### src/rtl/multicycle_main_fsm.sv
// Main control FSM for the multicycle ARM-subset core.
// Sequences fetch / decode / execute / memory / writeback for each instruction,
// waits on MemReady for variable-latency memory, and raises the write requests
// that the condition-gating stage later masks with the condition result.
module multicycle_main_fsm #(
  parameter int ST_W = 4
) (
  input  logic            CLK,
  input  logic            rst,
  input  logic [1:0]      Op,
  input  logic [5:0]      Funct,
  input  logic [3:0]      Rd,
  input  logic            MemReady,
  output logic            PCS,
  output logic            RegW,
  output logic            MemW,
  output logic [1:0]      FlagW,
  output logic            NoWrite,
  output logic            NextPC,
  output logic            IRWrite,
  output logic            AdrSrc,
  output logic [1:0]      ResultSrc,
  output logic            ALUSrcA,
  output logic [1:0]      ALUSrcB,
  output logic [1:0]      ALUControl,
  output logic [1:0]      ImmSrc,
  output logic [1:0]      RegSrc,
  output logic [ST_W-1:0] State
);

  typedef enum logic [ST_W-1:0] {
    FETCH  = ST_W'(0),
    DECODE = ST_W'(1),
    MEMADR = ST_W'(2),
    MEMRD  = ST_W'(3),
    MEMWB  = ST_W'(4),
    MEMWR  = ST_W'(5),
    EXECR  = ST_W'(6),
    EXECI  = ST_W'(7),
    ALUWB  = ST_W'(8),
    BRANCH = ST_W'(9)
  } state_e;

  state_e     state_q;
  state_e     state_d;

  logic [3:0] cmd;
  logic [1:0] cmdAluCtl;
  logic       cmdNoWrite;
  logic [1:0] cmdFlagW;
  logic       pcWriteback;

  assign cmd         = Funct[4:1];
  assign pcWriteback = (Rd == 4'd15);

  // Immediate and register-source selects follow the opcode directly, independent of state.
  assign ImmSrc = Op;
  assign RegSrc = {(Op == 2'b01), (Op == 2'b10)};
  assign State  = state_q;

  // State register; reset drops straight back to FETCH without waiting for a clock edge.
  always_ff @(posedge CLK or negedge rst) begin
    if (!rst) begin
      state_q <= FETCH;
    end else begin
      state_q <= state_d;
    end
  end

  // Data-processing cmd decode: ALU operation, register-write suppression and flag-update mask.
  always_comb begin
    cmdAluCtl  = 2'b00;
    cmdNoWrite = 1'b0;
    unique case (cmd)
      4'b0100: cmdAluCtl = 2'b00;
      4'b0010: cmdAluCtl = 2'b01;
      4'b0000: cmdAluCtl = 2'b10;
      4'b1100: cmdAluCtl = 2'b11;
      4'b1010: begin
        cmdAluCtl  = 2'b01;
        cmdNoWrite = 1'b1;
      end
      default: begin
        cmdAluCtl  = 2'b00;
        cmdNoWrite = 1'b1;
      end
    endcase
    cmdFlagW[1] = Funct[0];
    cmdFlagW[0] = Funct[0] & ((cmd == 4'b0100) | (cmd == 4'b0010) | (cmd == 4'b1010));
  end

  // Next-state and per-state control outputs; anything not set in a state stays 0.
  always_comb begin
    state_d    = FETCH;
    PCS        = 1'b0;
    RegW       = 1'b0;
    MemW       = 1'b0;
    FlagW      = 2'b00;
    NoWrite    = 1'b0;
    NextPC     = 1'b0;
    IRWrite    = 1'b0;
    AdrSrc     = 1'b0;
    ResultSrc  = 2'b00;
    ALUSrcA    = 1'b0;
    ALUSrcB    = 2'b00;
    ALUControl = 2'b00;
    case (state_q)
      FETCH: begin
        ALUSrcA   = 1'b1;
        ALUSrcB   = 2'b10;
        ResultSrc = 2'b10;
        IRWrite   = MemReady;
        NextPC    = MemReady;
        state_d   = MemReady ? DECODE : FETCH;
      end
      DECODE: begin
        ALUSrcA   = 1'b1;
        ALUSrcB   = 2'b10;
        ResultSrc = 2'b10;
        unique case (Op)
          2'b00:   state_d = Funct[5] ? EXECI : EXECR;
          2'b01:   state_d = MEMADR;
          2'b10:   state_d = BRANCH;
          default: state_d = FETCH;
        endcase
      end
      MEMADR: begin
        ALUSrcB = 2'b01;
        state_d = Funct[0] ? MEMRD : MEMWR;
      end
      MEMRD: begin
        AdrSrc  = 1'b1;
        state_d = MemReady ? MEMWB : MEMRD;
      end
      MEMWB: begin
        ResultSrc = 2'b01;
        RegW      = 1'b1;
        PCS       = pcWriteback;
        state_d   = FETCH;
      end
      MEMWR: begin
        AdrSrc  = 1'b1;
        MemW    = 1'b1;
        state_d = MemReady ? FETCH : MEMWR;
      end
      EXECR: begin
        ALUSrcB    = 2'b00;
        ALUControl = cmdAluCtl;
        NoWrite    = cmdNoWrite;
        FlagW      = cmdFlagW;
        state_d    = ALUWB;
      end
      EXECI: begin
        ALUSrcB    = 2'b01;
        ALUControl = cmdAluCtl;
        NoWrite    = cmdNoWrite;
        FlagW      = cmdFlagW;
        state_d    = ALUWB;
      end
      ALUWB: begin
        ResultSrc = 2'b00;
        RegW      = 1'b1;
        PCS       = pcWriteback;
        NoWrite   = cmdNoWrite;
        state_d   = FETCH;
      end
      BRANCH: begin
        ALUSrcB   = 2'b01;
        ResultSrc = 2'b10;
        PCS       = 1'b1;
        state_d   = FETCH;
      end
      default: begin
        state_d = FETCH;
      end
    endcase
  end

endmodule

### config.mk
export PLATFORM = sky130hd
export DESIGN_NAME = multicycle_main_fsm
export DESIGN_NICKNAME = d
export VERILOG_FILES = /design/src/rtl/multicycle_main_fsm.sv
export SDC_FILE = /design/constraint.sdc
export NUM_CORES = 1
export LEC_CHECK = 0
export BUFFER_PORTS_ARGS = -buffer_cell sky130_fd_sc_hd__buf_2
export CAP_MARGIN = 20
export CORE_AREA = 4 4 41 43
export CTS_CLUSTER_DIAMETER = 40
export DETAILED_ROUTE_END_ITERATION = 6
export DIE_AREA = 0 0 45 47
export GPL_ROUTABILITY_DRIVEN = 0
export PLACE_DENSITY_LB_ADDON = 0.1
export SKIP_CTS_REPAIR_TIMING = 1
export SLEW_MARGIN = 20
export SYNTH_ARGS = -nofsm -noshare
export SYNTH_HDL_FRONTEND = slang
export SYNTH_SLANG_ARGS = --single-unit
### constraint.sdc
create_clock -name CLK -period 2.1 [get_ports CLK]
set_input_delay 0.21 -clock CLK [delete_from_list [all_inputs] [get_ports CLK]]
set_output_delay 0.21 -clock CLK [all_outputs]
set_load 0.02 [all_outputs]
==> results.md, run 1 <==
- Clock share of power: 0.088
- Critical path class: reg2out
- Aggregate global routing overflow: 0
- Via count: 593
- Post-layout min period: 1840 ps
- Slowest stage cell, crit path: dfrtp_2
- # DRC: 0
- R2r setup slk: 580 ps
- Antenna cells: 0
- Yosys cell types: 30
- Post-Syn Nets: 80
- Largest net degree at the start of global routing: 16
- Die W: 45 um
- Crit path DAT: 1630 ps
- Register area share after synthesis: 0.204
- Final std cells w/o fill: 116
- Die area: 2120 sq um
- Sequential Power Share: 0.198
- Layout cells sized above 1: 0.446
- Crit path required time: 1890 ps
- Top Metal Used: met4
- P_sw: 585 uW
- Ports: 39
- Skew final: 1.08 ps
- Combinational Power Share: 0.713
- Layout area overhead: 41.3%
- Post-placement cell count: 112
- Vias per inst: 5.11
- Clk sink count: 4
- Fin. Hold Viols: 0
- Total power: 1.05 mW
- Port Buffer Count: 38
- Synth Instances: 65
- Starting Density: 0.377
- DRT Pass-1 Iters: 4
- Worst-case vdd ir drop: 0.000683 V
- Switching share of power: 0.556
- Worst skew pair latency: 230 ps
- Starting DRT DRC Count: 7
- Cell leakage power: 0.357 nW
- Final worst slack: 257 ps
- Critical-path maximum fanout: 13
- Fmax achieved: 0.542 GHz
- Final ANT Viol Nets: 0
- Routed WL: 1400 um
- Post-DR wirelength/cell: 12.1 um
- Root buf cell: clkbuf_4
- Met3 WL: 105 um
- HPWL after detailed placement: 1100 um
- Measured slew at the worst slew-check pin: 442 ps
- Core area: 1300 sq um
- FF+latch count, synth: 4
- Clk buf depth: 2
- CTS tree: yes
- H-Tree Depth: 1
- Final setup viols: 0
- GR Util All Layers: 0.153
- Final Max Slew Viols: 0
- Final #Nets: 118
- Internal: 467 uW
- Synth warnings: 0
- Cell Chain, Critical Path: nand2b_1 > and2_1 > a2111oi_1 > buf_2
- Pre-CTS setup slack: 420 ps
- Total of max-cap violations: 0
- Die Y: 47 um
- Met2 wire len: 642 um
- Num CTS Buffers: 3
- Unrepaired setup endpoints after global routing: no
- Avg Synthesized Cell Area: 7.55 sq um
- Met1 WL: 638 um
- Critical path launch point type: flip-flop
- CP Capture Type: primary output
- Period Utilization, post-route: 0.878
- Mapped Area: 490 sq um
- Max reg flops: 4
- Status: complete, no violations
- Power per cell area: 1520 nW/um^2
- Worst hold path class: in2reg
- Worst rel slew slack: 0.705
- Vias in the first global route: 523
- Number of antenna violations at the first check in global routing: 0
- Clk slew on worst S/H paths: 40 ps
- First-pass GRT wire length: 2350 um
- Critical Path Max Stage Delay: 470 ps
- Core Rows: 13
- Total Negative Setup Slacks: 0 ps
[final cells by class]
| class | instances | area (sq um) |
|---|---|---|
| inverter | 5 | 18.8 |
| tap | 15 | 18.8 |
| fill | 142 | 608 |
| clock buffer | 3 | 22.5 |
| timing repair buffer | 40 | 208 |
| multi-input combinational | 49 | 324 |
| sequential | 4 | 101 |
[Yosys cell counts (all sizes together)]
library cell | count | area, sq um
a2111oi | 2 | 23.8
a211oi | 3 | 22.5
a21oi | 3 | 15.0
a31oi | 1 | 6.26
a41oi | 1 | 8.76
and2 | 1 | 6.26
buf | 7 | 48.8
dfrtp | 4 | 100
inv | 5 | 18.8
nand2 | 1 | 3.75
nand2b | 7 | 43.8
nand3b | 2 | 15.0
nor2 | 6 | 22.5
nor2b | 2 | 12.5
nor3 | 6 | 30.0
nor3b | 1 | 7.51
nor4 | 1 | 6.26
nor4bb | 1 | 10.0
o21a | 1 | 7.51
o21ai | 1 | 5.00
o22ai | 2 | 12.5
o31a | 1 | 8.76
o32ai | 1 | 8.76
or3b | 1 | 8.76
or4 | 1 | 11.3
xnor2 | 1 | 8.76
xor2 | 2 | 17.5
[critical path: cells and delay by family, from the launching register on]
family          cells  cell delay, ps
flops               1             470
compound gates      1             350
simple gates        2             340
buf+inv             1             230
[final timing paths]
check                      cells past startpoint       end     start
min in group asynchronous                      2  State[0]       rst
max in group asynchronous                      2  State[3]       rst
min                                            3  State[0]  Funct[5]
max reg2reg                                    3  State[2]  State[1]
max                                            4       PCS  State[3]
min reg2reg                                    1  State[2]  State[3]
[routing by layer]
metal | vias up | GRT usage
met5 | - | 0
met4 | 0 | 0.0702
met3 | 2 | 0.0268
met2 | 19 | 0.243
met1 | 260 | 0.202
li1 | 312 | -
[power groups by stage]
stage          Combinational [mW]  Clock (mW)  Sequential (mW)
2_1_floorplan               0.564           0            0.190
3_3_place_gp                0.756           0            0.207
3_5_place_dp                0.756           0            0.206
4_1_cts                     0.758      0.0977            0.205
5_1_grt                     0.831       0.104            0.227
6_report                    0.750      0.0927            0.209
[stage by stage]
| stage | area [sq um] | hold slack (ps) | util |
|---|---|---|---|
| 6_report | 693 | 242 | 0.533 |
| 5_1_grt | 693 | 239 | 0.533 |
| 3_5_place_dp | 659 | 15.7 | 0.507 |
| 2_1_floorplan | 492 | -85.6 | - |
| 4_1_cts | 682 | -233 | 0.524 |
| 3_3_place_gp | 659 | 16.2 | 0.507 |
[cells by family (layout without fill, tap and decap cells)]
family / Yosys count / after routing / synth area share
buf+inv: 12 / 48 / 0.138
xor+xnor: 3 / 3 / 0.0536
compound gates: 16 / 16 / 0.242
simple gates: 30 / 30 / 0.362
flops: 4 / 4 / 0.204
[placed cells by master (no fill, tap or decap)]
master / instances
dlygate4sd3_1: 1
o32ai_1: 1
nor3_1: 6
and2_1: 1
buf_4: 1
inv_1: 5
dfrtp_1: 3
nor4bb_1: 1
o21a_1: 1
a2111oi_2: 1
xor2_1: 2
o22ai_1: 2
or3b_1: 1
nand2b_1: 7
nor4_1: 1
nor3b_1: 1
buf_2: 38
a21oi_1: 3
or4_4: 1
nor2b_1: 2
nor2_1: 6
a211oi_1: 3
xnor2_1: 1
nand3b_1: 2
o31a_1: 1
a2111oi_1: 1
dfrtp_2: 1
clkbuf_4: 3
a41oi_1: 1
nand2_1: 1
a31oi_1: 1
o21ai_1: 1
(Power assumes the default switching activity.)
==> run 2: changes to the inputs <==
--- a/config.mk
+++ b/config.mk
@@ -7,10 +7,10 @@
 export LEC_CHECK = 0
 export BUFFER_PORTS_ARGS = -buffer_cell sky130_fd_sc_hd__buf_2
 export CAP_MARGIN = 20
-export CORE_AREA = 4 4 41 43
+export CORE_MARGIN = 4
+export CORE_UTILIZATION = 37
 export CTS_CLUSTER_DIAMETER = 40
 export DETAILED_ROUTE_END_ITERATION = 6
-export DIE_AREA = 0 0 45 47
 export GPL_ROUTABILITY_DRIVEN = 0
 export PLACE_DENSITY_LB_ADDON = 0.1
 export SKIP_CTS_REPAIR_TIMING = 1
==> constraint.sdc (replaced) <==
create_clock -name CLK -period 1.8 [get_ports CLK]
set_input_delay 0.18 -clock CLK [delete_from_list [all_inputs] [get_ports CLK]]
set_output_delay 0.18 -clock CLK [all_outputs]
set_load 0.02 [all_outputs]
==> run 2 against run 1 <==
  * Critical path depth is the same
  * Design area grew 8.8%
  * Combinational power grew 33%
  * Via count grew 3.9%
  * Final cell count grew 3.4%
  * Die area shrank 6.7%
  * Power grew 24%
  * Hold slack lost 29 ps
  * Largest cell class unchanged
==> results.md, run 2 (same netlist as run 1, synthesis figures left out) <==
- Status: complete, no violations
- Pre-CTS setup slack: 238 ps (-182 ps)
- Critical path launch point type: flip-flop
- FILL cells: 113 (-20%)
- Core Rows: 12 (-1)
- Most common cell after layout, fill and taps aside: buf_2
- Cell area after placement: 678 sq um (+2.8%)
- Clock share of power: 0.080 (-0.008)
- Root buf cell: clkbuf_4
- Final worst slack: 58.1 ps (-199 ps)
- Aggregate global routing overflow: 0 (unchanged)
- Max reg flops: 4 (unchanged)
- Die Y: 44.4 um (-5.5%)
- First-pass GRT wire length: 2310 um (-1.7%)
- Clk slew on worst S/H paths: 30 ps (about the same)
- Layout area overhead: 53.8%
- Final #Nets: 123 (+4.2%)
- Die W: 44.4 um (-1.3%)
- Via count: 616 (+3.9%)
- Routed WL: 1420 um (+1.2%)
- Final Max Slew Viols: 0 (unchanged)
- Power per cell area: 1730 nW/um^2 (+14%)
- Largest net degree at the start of global routing: 15 (-1)
- Top Metal Used: met3
- Measured slew at the worst slew-check pin: 449 ps (+6.87 ps)
- Vias in the first global route: 548 (+4.8%)
- Sequential cell area: 101 sq um (unchanged)
- Unrepaired setup endpoints after global routing: yes
- Clk sink count: 4 (unchanged)
- Antenna cells: 0 (unchanged)
- Final Instance Area: 754 sq um (+8.8%)
- Critical path destination: FlagW[0]
- Crit path DAT: 1560 ps (-70 ps)
- Final setup viols: 0 (unchanged)
- Critical-path maximum fanout: 6 (-7)
- Period Utilization, post-route: 0.968
- Starting Density: 0.419 (+0.0419)
- Met3 WL: 76 um (-28%)
- Internal: 603 uW (+29%)
- Post-layout min period: 1740 ps
- Critical Path Max Stage Delay: 410 ps (-60 ps)
- HPWL after detailed placement: 1140 um (+3.8%)
- Port Buffer Count: 38 (unchanged)
- R2r setup slk: 300 ps (-280 ps)
- P_sw: 706 uW (+21%)
- Post-DR wirelength/cell: 11.8 um (-2.2%)
- Worst skew pair latency: 230 ps (about the same)
- Cells on worst reg2reg path: 3 (unchanged)
- GR Util All Layers: 0.155 (+0.00239)
- CP startpoint: State[3]
- Worst hold path class: in2reg
- Total power: 1.31 mW (+24%)
- Die area: 1970 sq um (-6.7%)
- Critical path class: reg2out
- Reg-to-reg endpoint: State[3]
- Cell leakage power: 0.387 nW (+8.4%)
- Total of max-cap violations: 0 (unchanged)
- Starting DRT DRC Count: 6 (-1)
- Slowest stage cell, crit path: dfrtp_2
- Switching share of power: 0.539 (-0.0168)
- Worst rel slew slack: 0.701 (-0.00458)
- Num CTS Buffers: 3 (unchanged)
- Crit path required time: 1620 ps (-270 ps)
- Worst-case vdd ir drop: 0.00105 V (+54%)
- Launching point of the worst reg2reg path: State[0]
- Final ANT Viol Nets: 0 (unchanged)
- CP Capture Type: primary output
- Core area: 1170 sq um (-10%)
- Multi-input gate area: 340 sq um (+5.0%)
- Skew final: 0.441 ps (-0.637 ps)
- Met1 WL: 560 um (-12%)
- Sequential Power Share: 0.154 (-0.044)
- Vias per inst: 5.13 (+0.42%)
- Ports: 39 (unchanged)
- Combinational Power Share: 0.766 (+0.053)
- Fmax achieved: 0.574 GHz
- # DRC: 0 (unchanged)
- Clk buf depth: 2 (unchanged)
- Met2 wire len: 784 um (+22%)
- DRT Pass-1 Iters: 4 (unchanged)
- Fin. Hold Viols: 0 (unchanged)
- Most frequent cells in the layout: 36 x buf_2, 7 x nand2b_1, 7 x buf_4
- Layout cells sized above 1: 0.500 (+0.0545)
- CTS tree: yes
- Number of antenna violations at the first check in global routing: 0 (unchanged)
- H-Tree Depth: 1 (unchanged)
- Cell Chain, Critical Path: buf_6 > nand3b_1 > a2111oi_2 > buf_4
- Total Negative Setup Slacks: 0 ps (unchanged)
==> run 2: changes by cell type in the layout (fill, tap and decap cells not counted) <==
cell       delta
nor4_2        +1
a2111oi_1     -1
a2111oi_2     +1
buf_6         +1
buf_4         +6
nor3_1        -1
nor4_1        -1
nor3_2        +1
buf_2         -2
==> run 2: per-stage QoR <==
step | hold WS [ps] | utilization | instances
3_5_place_dp | -15.4 | 0.579 | 113
5_1_grt | 246 | 0.644 | 120
3_3_place_gp | -12.4 | 0.579 | 113
4_1_cts | -258 | 0.598 | 116
6_report | 213 | 0.644 | 120
2_1_floorplan | -116 | - | 65
==> run 2: critical path: cells and delay by family, from the launching register on <==
| kind | cells | cell delay (ps) |
|---|---|---|
| flip-flops | 1 | 410 |
| AND/OR/NAND/NOR | 1 | 280 |
| buffers and inverters | 2 | 320 |
| AO/OA/AOI/OAI | 1 | 330 |
==> run 2: power groups by stage <==
stage	Combinational (mW)	Clock, mW	Sequential (mW)
finish	1.00	0.104	0.202
global placement	0.955	0	0.202
floorplan	0.671	0	0.222
CTS	0.965	0.110	0.205
detailed placement	0.961	0	0.206
global route	1.10	0.120	0.213
==> run 2: cell type report <==
cell class                 count  share of cell area
timing repair buffer          45               0.337
multi-input combinational     49               0.451
sequential                     4               0.134
clock buffer                   3              0.0299
inverter                       5              0.0249
tap                           14              0.0232
==> run 2: metal layers <==
layer  vias up  GRT usage
met5         -          0
met4         0     0.0723
met3         0     0.0244
met2        15      0.276
met1       283      0.180
li1        318          -
==> run 2: worst min-delay path by stage <==
stage	from	end	slack, ps	depth (start not counted)
final	Funct[5]	State[0]	210	3
after global routing	Op[1]	State[2]	250	2
after CTS	rst	State[3]	-260	1
after detailed placement	rst	State[1]	-20	1
after global placement	rst	State[3]	-10	1
after floorplan	rst	State[0]	-120	0
==> run 3: changes to the inputs <==
--- a/config.mk
+++ b/config.mk
@@ -5,14 +5,15 @@
 export SDC_FILE = /design/constraint.sdc
 export NUM_CORES = 1
 export LEC_CHECK = 0
+export ABC_AREA = 1
 export BUFFER_PORTS_ARGS = -buffer_cell sky130_fd_sc_hd__buf_2
 export CAP_MARGIN = 20
 export CORE_MARGIN = 4
-export CORE_UTILIZATION = 37
+export CORE_UTILIZATION = 38
 export CTS_CLUSTER_DIAMETER = 40
 export DETAILED_ROUTE_END_ITERATION = 6
 export GPL_ROUTABILITY_DRIVEN = 0
-export PLACE_DENSITY_LB_ADDON = 0.1
+export PLACE_DENSITY = 0.78
 export SKIP_CTS_REPAIR_TIMING = 1
 export SLEW_MARGIN = 20
 export SYNTH_ARGS = -nofsm -noshare
==> run 3 against run 2 <==
  * Critical path depth is 1 higher
  * Sequential share of layout area is 0.78 points higher
  * Clock power is 9% higher
  * Worst setup slack better by 120 ps
  * Wire length is 4.1% higher
  * Critical path type unchanged
  * Largest cell class unchanged
  * Largest power group unchanged
  * Highest routed layer unchanged
==> results.md, run 3 <==
- GR Util All Layers: 0.152 (-0.00333)
- Worst skew pair latency: 240 ps (about the same)
- Largest net degree at the start of global routing: 11 (-4)
- Slowest stage cell, crit path: dfrtp_1
- Total power: 945 uW (-28%)
- Critical-path maximum fanout: 10 (+4)
- Synth Instances: 88 (+35%)
- Yosys cell types: 18 (-40%)
- Clk sink count: 4 (unchanged)
- Cell leakage power: 0.466 nW (+20%)
- Final setup viols: 0 (unchanged)
- Aggregate global routing overflow: 0 (unchanged)
- Port Buffer Count: 38 (unchanged)
- Ports: 39 (unchanged)
- Critical Path Max Stage Delay: 540 ps (+130 ps)
- Measured slew at the worst slew-check pin: 346 ps (-103 ps)
- Synth area leader: dfrtp_1
- Power per cell area: 1340 nW/um^2 (-23%)
- Antenna cells: 0 (unchanged)
- Num CTS Buffers: 3 (unchanged)
- Post-layout min period: 1620 ps (-118 ps)
- Main synth FF type: dfrtp_1
- HPWL after detailed placement: 1230 um (+7.9%)
- FF+latch count, synth: 4 (unchanged)
- Async S/R FF share, synth: 1.00 (unchanged)
- Crit path DAT: 1440 ps (-120 ps)
- Crit path required time: 1620 ps (about the same)
- Routed WL: 1480 um (+4.1%)
- Via count: 656 (+6.5%)
- Clk buf depth: 2 (unchanged)
- Die Y: 44.2 um (-0.47%)
- CTS tree: yes
- Top post-synthesis cells by count: 20 x nand2_1, 18 x nor2_1, 14 x inv_1
- Clk slew on worst S/H paths: 30 ps (about the same)
- Avg Synthesized Cell Area: 5.66 sq um (-25%)
- Cell Chain, Critical Path: inv_1 > nor2_1 > nand2_1 > o211ai_1 > buf_2
- Starting DRT DRC Count: 9 (+3)
- Max reg flops: 4 (unchanged)
- CP Capture Type: primary output
- Number of antenna violations at the first check in global routing: 0 (unchanged)
- Vias in the first global route: 558 (+1.8%)
- Layout cells sized above 1: 0.389 (-0.111)
- Cells on worst reg2reg path: 5 (+2)
- Levels on crit path: 5 (+1)
- Status: complete, no violations
- Vias per inst: 4.69 (-8.7%)
- Final hold slack: 232 ps (+19.6 ps)
- Total of max-cap violations: 0 (unchanged)
- Post-placement cell count: 136 (+20%)
- Root buf cell: clkbuf_4
- Fin. Hold Viols: 0 (unchanged)
- Unrepaired setup endpoints after global routing: no
- Worst rel slew slack: 0.769 (+0.0683)
- Final std cells w/o fill: 140 (+17%)
- Core Rows: 12 (unchanged)
- Core area: 1170 sq um (unchanged)
- Worst-case vdd ir drop: 0.000776 V (-26%)
- Post-DR wirelength/cell: 10.6 um (-11%)
- Starting Density: 0.425 (+0.00641)
- DRT Pass-1 Iters: 4 (unchanged)
- Synth warnings: 0 (unchanged)
- Critical path launch point type: flip-flop
- Die W: 44.2 um (-0.47%)
- Skew final: 6.15 ps (+5.71 ps)
- Register area share after synthesis: 0.201 (-0.00308)
- Post-Syn Nets: 103 (+29%)
- Worst Hold Depth: 3 (unchanged)
- Period Utilization, post-route: 0.902 (-0.0658)
- Worst path bufs/invs: 2 (unchanged)
- EDFF count, synth: 0 (unchanged)
- Most frequent cells in the layout: 38 x buf_2, 20 x nand2_1, 18 x nor2_1
- Die area: 1950 sq um (-0.94%)
- Final Max Slew Viols: 0 (unchanged)
- Post-synth top area share: 0.201 (-0.00308)
- Layout area overhead: 41.5%
- Most common cell after layout, fill and taps aside: buf_2
- Fmax achieved: 0.616 GHz (+7.3%)
- # DRC: 0 (unchanged)
- Final #Nets: 143 (+16%)
- FILL cells: 130 (+15%)
- Critical path's top delay family: flip-flops
- Total Negative Setup Slacks: 0 ps (unchanged)
- Mapped Area: 498 sq um (+1.5%)
- First-pass GRT wire length: 2280 um (-1.5%)
- Count leader, synth: nand2_1
- Final ANT Viol Nets: 0 (unchanged)
- Critical path class: reg2out
- Worst hold path class: in2reg
- H-Tree Depth: 1 (unchanged)
- Synth area leaders: dfrtp_1 20%, nand2_1 15%, nor2_1 14%
-- run 3: cell count changes after synthesis, sizes merged, moves of 4 or more --
cell	before	now
o21ai	1	5
nand3	0	10
nand2b	7	0
nor2	6	22
nor3	6	0
inv	5	15
nand2	1	22
-- run 3: power by group --
part / internal, mW / leakage [nW] / total [mW] / switching, mW
Sequential: 0.121 / 0.0525 / 0.181 / 0.0595
Clock: 0.0747 / 0.0138 / 0.113 / 0.0383
Combinational: 0.204 / 0.400 / 0.651 / 0.448
-- run 3: layout make-up --
cell class                      count  area, sq um  share of cell area
Tap cell                           14         17.5              0.0249
Multi-Input combinational cell     65          308               0.437
Clock buffer                        3         22.5              0.0320
Inverter                           15         56.3              0.0799
Sequential cell                     4          100               0.142
Timing Repair Buffer               39          200               0.284
-- run 3: worst paths after layout --
check	from	to	slack [ps]
max reg2reg	State[1]	State[0]	630
max	State[1]	ALUSrcB[0]	180
min	Funct[0]	State[1]	230
max in group asynchronous	rst	State[1]	1410
min reg2reg	State[0]	State[1]	670
min in group asynchronous	rst	State[2]	270
-- run 3: cells by family after synthesis --
kind of cell / share of synthesized area
compound gates: 0.108
buf+inv: 0.181
flops: 0.201
simple gates: 0.510
-- run 3: layer usage --
layer	vias to the layer above	share of wire	global-route usage
li1	345	-	-
met1	279	0.43	0.187
met2	32	0.47	0.250
met3	0	0.10	0.0569
met4	0	0	0.0361
met5	-	0	0
-- run 3: worst min-delay path: stages --
cell and delay [ps]:
buf_2 100, nand3_1 70, nand3_1 80
-- run 3: through the flow --
| stage | utilization | area, sq um | setup WS (ps) |
|---|---|---|---|
| floorplan | - | 498 | 286 |
| global placement | 0.574 | 672 | 440 |
| detailed placement | 0.574 | 672 | 446 |
| CTS | 0.593 | 694 | 192 |
| global route | 0.601 | 704 | 73.1 |
| finish | 0.601 | 704 | 176 |
